<file path="src/rtl/dmem_arbiter.sv">
// Two-port arbiter/sequencer for the single-port DMEM: round-robin grant, one access cycle, one response cycle.
// Optional DMEM_ARB_LOCK_EN adds m0_lock/m1_lock so one port can hold the memory across several transactions.
module dmem_arbiter #(
  parameter int DATA_WIDTH = 32,
  parameter int ADDR_WIDTH = 32
) (
  input  logic                  clk,
  input  logic                  rst_n,
  input  logic                  m0_req,
  output logic                  m0_gnt,
  input  logic [ADDR_WIDTH-1:0] m0_addr,
  input  logic [DATA_WIDTH-1:0] m0_wdata,
  input  logic                  m0_we,
  input  logic [1:0]            m0_wsel,
  input  logic [2:0]            m0_rsel,
  output logic                  m0_rvalid,
  output logic [DATA_WIDTH-1:0] m0_rdata,
  output logic                  m0_err,
  input  logic                  m1_req,
  output logic                  m1_gnt,
  input  logic [ADDR_WIDTH-1:0] m1_addr,
  input  logic [DATA_WIDTH-1:0] m1_wdata,
  input  logic                  m1_we,
  input  logic [1:0]            m1_wsel,
  input  logic [2:0]            m1_rsel,
  output logic                  m1_rvalid,
  output logic [DATA_WIDTH-1:0] m1_rdata,
  output logic                  m1_err,
  output logic [ADDR_WIDTH-1:0] mem_addr,
  output logic [DATA_WIDTH-1:0] mem_dataw,
  output logic [1:0]            mem_wsel,
  output logic [2:0]            mem_rsel,
  output logic                  mem_memrw,
`ifdef DMEM_ARB_LOCK_EN
  input  logic                  m0_lock,
  input  logic                  m1_lock,
`endif
  input  logic [DATA_WIDTH-1:0] mem_datar
);

  // state  | meaning
  // IDLE   | grant a requester combinationally, latch its command
  // ACCESS | drive the latched command to DMEM for one cycle
  // RESP   | return rvalid/rdata/err to the owner
  typedef enum logic [1:0] {S_IDLE = 2'd0, S_ACCESS = 2'd1, S_RESP = 2'd2} state_t;

  state_t r_state, w_state_nxt;

  logic                  r_last_grant, r_owner, r_we, r_err;
  logic [ADDR_WIDTH-1:0] r_addr;
  logic [DATA_WIDTH-1:0] r_wdata;
  logic [1:0]            r_wsel;
  logic [2:0]            r_rsel;

  logic                  w_req0, w_req1, w_any, w_win, w_gnt, w_err, w_we, w_rsel_ok;
  logic [ADDR_WIDTH-1:0] w_addr;
  logic [DATA_WIDTH-1:0] w_wdata, w_rdata;
  logic [1:0]            w_wsel;
  logic [2:0]            w_rsel;

`ifdef DMEM_ARB_LOCK_EN
  logic r_locked, r_lock_owner, w_lock;
`endif

  always_comb begin
    w_req0 = m0_req;
    w_req1 = m1_req;
`ifdef DMEM_ARB_LOCK_EN
    // while locked, the other port is masked out entirely
    if (r_locked) begin
      w_req0 = m0_req & ~r_lock_owner;
      w_req1 = m1_req & r_lock_owner;
    end
    w_lock = w_win ? m1_lock : m0_lock;
`endif
    w_any = w_req0 | w_req1;
    w_win = (w_req0 && w_req1) ? ~r_last_grant : w_req1;
    w_gnt = (r_state == S_IDLE) && w_any;

    w_addr  = w_win ? m1_addr  : m0_addr;
    w_wdata = w_win ? m1_wdata : m0_wdata;
    w_we    = w_win ? m1_we    : m0_we;
    w_wsel  = w_win ? m1_wsel  : m0_wsel;
    w_rsel  = w_win ? m1_rsel  : m0_rsel;

    case (w_rsel)
      3'b000, 3'b001, 3'b010, 3'b101, 3'b110: w_rsel_ok = 1'b1;
      default:                                w_rsel_ok = 1'b0;
    endcase
    w_err = (w_addr[1:0] != 2'b00) | (w_we & (w_wsel == 2'b11)) | (~w_we & ~w_rsel_ok);
  end

  always_ff @(posedge clk or negedge rst_n) begin
    if (!rst_n) r_state <= S_IDLE;
    else        r_state <= w_state_nxt;
  end

  always_comb begin
    w_state_nxt = r_state;
    case (r_state)
      S_IDLE:   if (w_any) w_state_nxt = S_ACCESS;
      S_ACCESS: w_state_nxt = S_RESP;
      S_RESP:   w_state_nxt = S_IDLE;
      default:  w_state_nxt = S_IDLE;
    endcase
  end

  always_ff @(posedge clk or negedge rst_n) begin
    if (!rst_n) begin
      r_last_grant <= 1'b1;
      r_owner      <= 1'b0;
      r_we         <= 1'b0;
      r_err        <= 1'b0;
      r_addr       <= '0;
      r_wdata      <= '0;
      r_wsel       <= '0;
      r_rsel       <= '0;
`ifdef DMEM_ARB_LOCK_EN
      r_locked     <= 1'b0;
      r_lock_owner <= 1'b0;
`endif
    end else if (w_gnt) begin
      r_last_grant <= w_win;
      r_owner      <= w_win;
      r_we         <= w_we;
      r_err        <= w_err;
      r_addr       <= w_addr;
      r_wdata      <= w_wdata;
      r_wsel       <= w_wsel;
      r_rsel       <= w_rsel;
`ifdef DMEM_ARB_LOCK_EN
      r_locked     <= w_lock;
      r_lock_owner <= w_win;
`endif
    end
  end

  assign mem_addr  = r_addr;
  assign mem_dataw = r_wdata;
  assign mem_wsel  = r_wsel;
  assign mem_rsel  = r_rsel;
  assign w_rdata   = (r_we | r_err) ? '0 : mem_datar;

  always_comb begin
    m0_gnt    = 1'b0;
    m1_gnt    = 1'b0;
    m0_rvalid = 1'b0;
    m1_rvalid = 1'b0;
    m0_err    = 1'b0;
    m1_err    = 1'b0;
    m0_rdata  = '0;
    m1_rdata  = '0;
    mem_memrw = 1'b0;
    case (r_state)
      S_IDLE: begin
        m0_gnt = w_gnt & ~w_win;
        m1_gnt = w_gnt & w_win;
      end
      S_ACCESS: mem_memrw = r_we & ~r_err;
      S_RESP: begin
        if (r_owner) begin
          m1_rvalid = 1'b1;
          m1_err    = r_err;
          m1_rdata  = w_rdata;
        end else begin
          m0_rvalid = 1'b1;
          m0_err    = r_err;
          m0_rdata  = w_rdata;
        end
      end
      default: ;
    endcase
  end

endmodule
</file>
<file path="config.mk">
export PLATFORM = sky130hd
export DESIGN_NAME = dmem_arbiter
export DESIGN_NICKNAME = d
export VERILOG_FILES = /design/src/rtl/dmem_arbiter.sv
export SDC_FILE = /design/constraint.sdc
export NUM_CORES = 1
export LEC_CHECK = 0
export ABC_AREA = 1
export CAP_MARGIN = 20
export CORE_AREA = 2 2 124 126
export DETAILED_ROUTE_END_ITERATION = 10
export DIE_AREA = 0 0 126 128
export GPL_TIMING_DRIVEN = 0
export HOLD_SLACK_MARGIN = 0.02
export PLACE_DENSITY_LB_ADDON = 0.25
export RECOVER_POWER = 50
export SLEW_MARGIN = 20
export SYNTH_ARGS = -nofsm -noshare
export SYNTH_HDL_FRONTEND = slang
export SYNTH_SLANG_ARGS = --single-unit
</file>
<file path="constraint.sdc">
create_clock -name clk -period 3.7 [get_ports clk]
set_input_delay 0.74 -clock clk [delete_from_list [all_inputs] [get_ports clk]]
set_output_delay 0.74 -clock clk [all_outputs]
set_load 0.05 [all_outputs]
</file>
==> flow_summary_export.csv <==
group,metric,value,unit
layout,area_growth_syn_to_layout,97.36,%
hold_path,min_to,"r_last_grant",
drt,drt_drc_violations_left,0,
setup_path,startpoint_type,"input port",
grt,antenna_found_initial,0,
clocking,root_buffer,"clkbuf_16",
grt,grt_max_degree,50,
drt,routedWlPerCell,14.43,µm
sta,tightestPinTransition,1.478,ns
floorplanning,die_area,16130,µm²
layout,diodes,0,
yosys,syn-instance-count,533,
hold_path,hold_depth,2,
setup_path,arrival,2.77,ns
clocking,cts.htree.levels,3,
hold_path,hp-class,"flip-flop to flip-flop",
yosys,synth_seq_cells,75,
floorplanning,start_util,25.47,%
layout,fin_util,50.27,%
clocking,cts_tree,"done",
setup_path,reg2reg_from,"r_last_grant",
clocking,clock_latency,0.33,ns
sta,fmax,285.0,MHz
pwr,power_density,795.3,nW/µm²
clocking,clk_pin_slew,0.06,ns
yosys,synth_warnings,0,
pwr,power.static_leakage,3.143,nW
sta,finalHoldWorstSlack,0.4610,ns
sta,fin_setup_tns,0,ns
floorplanning,rows,45,
setup_path,r2r_slack,1.79,ns
yosys,syn_nets,709,
setup_path,critPathKind,"input port to output pin",
setup_path,critPathMaxFanout,10,
flow_run,max_cap_viol_count,0,
drt,viasPerCell,4.339,
setup_path,worst_ep_required_time,2.96,ns
sta,slew_viol_final,0,
sta,setup_ws,0.1916,ns
sta,slew_headroom,1.499,%
place,port_buffers,314,
drt,drt-total-wl,15180,µm
clocking,cts-buffers-inserted,9,
yosys,yosysSeqAreaShare,49.60,%
sta,finalHoldViolations,0,
sta,rsz0062_at_grt,"no",
place,place.gp.congestion,0.7770,
setup_path,worst_r2r_endpoint,"mem_addr[2]",
floorplanning,pin_count,316,
sta,post-route-period-util,94.82,%
clocking,clock_path_buffers,2,
pwr,vdd_drop_max,0.0004244,V
grt,track_usage,18.21,%
drt,ant_nets,0,
floorplanning,die_width,126,µm
clocking,cts_sinks,75,
layout,nets,1035,
place,dp_slack,-0.1307,ns
drt,drt-pass1-iter-count,4,
setup_path,r2r_cells,8,
floorplanning,die_h,128,µm
grt,grt_pass1_vias,4459,
yosys,synth.distinct_cells,17,
grt,grt_pass1_wl,23060,µm
layout,drive_gt1_share,3.356,%
yosys,netlist_area,3786,µm²
drt,drtIter0Drc,175,
grt,grt_overflow_total,0,
clocking,cts_hold_buf,0,
sta,setup_viol,0,
setup_path,endpoint_kind,"output pin",
floorplanning,coreArea,14860,µm²
run_status,status,"finished clean",
sta,fin_skew,0.006447,ns
hold_path,hp-start,"r_last_grant",
drt,dr_total_vias,4565,
yosys,avgSynthCellArea,7.103,µm²
place,hpwl,12090,µm
sta,min_period,3.508,ns
[cell type report]
| class | instances | area, µm² |
|---|---|---|
| inverters | 16 | 60.06 |
| flip-flops and latches | 75 | 1878 |
| clock inverters | 6 | 88.84 |
| fillers | 1470 | 7392 |
| plain buffers | 31 | 170.2 |
| well taps | 188 | 235.2 |
| multi-input cells | 411 | 1668 |
| clock buffers | 10 | 229.0 |
| repair buffers | 315 | 3143 |
[worst max path at each step]
stage	from	end	slack, ns	cells past startpoint
6_report	m0_req	m0_gnt	0.19	8
3_5_place_dp	m0_req	m0_gnt	-0.13	8
5_1_grt	m0_req	m0_gnt	0.04	8
2_1_floorplan	r_state[1]	m1_rdata[10]	0.59	7
3_3_place_gp	rst_n	mem_rsel[2]	-0.98	1
4_1_cts	m0_req	m1_gnt	0.02	8
[state kept, by name (all words and copies together) (netlist names)]
name          flops
mem_rsel          3
r_state           2
mem_addr         32
mem_wsel          2
r_last_grant      1
mem_dataw        32
r_owner           1
r_we              1
r_err             1
[Yosys cell counts]
| cell type | n | area (µm²) |
|---|---|---|
| clkbuf_1 | 8 | 30.03 |
| nor2_1 | 79 | 296.5 |
| a21oi_1 | 2 | 10.01 |
| buf_1 | 6 | 22.52 |
| nand2_1 | 250 | 938.4 |
| buf_2 | 9 | 45.04 |
| o21ai_0 | 7 | 35.03 |
| buf_6 | 6 | 67.56 |
| nand3b_1 | 3 | 22.52 |
| inv_1 | 13 | 48.80 |
| dfstp_2 | 1 | 26.28 |
| dfrtp_1 | 74 | 1852 |
| nor3_4 | 1 | 16.27 |
| a31oi_1 | 3 | 18.77 |
| inv_2 | 3 | 11.26 |
| nand3_1 | 66 | 330.3 |
| buf_4 | 2 | 15.01 |
[kinds of logic after synthesis]
| kind of cell | synth area share (%) |
|---|---|
| AO/OA/AOI/OAI | 1.685 |
| flip-flops | 49.60 |
| buffers and inverters | 6.345 |
| AND/OR/NAND/NOR | 42.37 |
[critical path, stage by stage]
cell	delay, ns
clkdlybuf4s50_1	0.48
nand2_1	0.16
nand2_1	0.12
buf_4	0.18
nand2_1	0.08
inv_2	0.18
buf_2	0.27
dlygate4sd2_1	0.56
[layer usage]
layer / track usage [%] / wire length, µm
met2: 32.57 / 7654
met3: 7.179 / 1539
met1: 19.94 / 5734
met5: 0 / 0
met4: 5.495 / 255
[layout by cell type (no fill, tap or decap), types with 2 or more instances in the layout]
cell and n:
buf_6 6, a31oi_1 3, buf_1 6, a21oi_1 2, nand2_1 250, nor2_1 79, inv_1 14, bufinv_16 2
buf_4 2, clkbuf_1 18, clkinvlp_4 2, dfrtp_1 74, clkdlybuf4s50_1 311, clkbuf_16 9, o21ai_0 7, inv_2 2
nand3b_1 3, nand3_1 66
[report_power, final]
part           internal, mW  total (mW)  switching, mW
registers              1.23        1.44          0.219
logic                  1.17        3.55           2.38
clock network         0.592       0.947          0.355
[what timing repair did]
| action | in CTS | in global routing |
|---|---|---|
| gates resized for setup | 1 | 1 |
| pin swaps | 0 | 0 |
| setup buffers | 0 | 0 |
| setup endpoints to repair | 1 | 1 |
[through the flow]
step | power (mW) | cell area (µm²) | std cells
global route | 6.295 | 7472 | 1052
detailed placement | 5.060 | 7189 | 1036
CTS | 6.036 | 7506 | 1052
floorplan | 3.704 | 3786 | 533
global placement | 5.050 | 7164 | 1035
finish | 5.943 | 7472 | 1052
(Power assumes the default switching activity.)
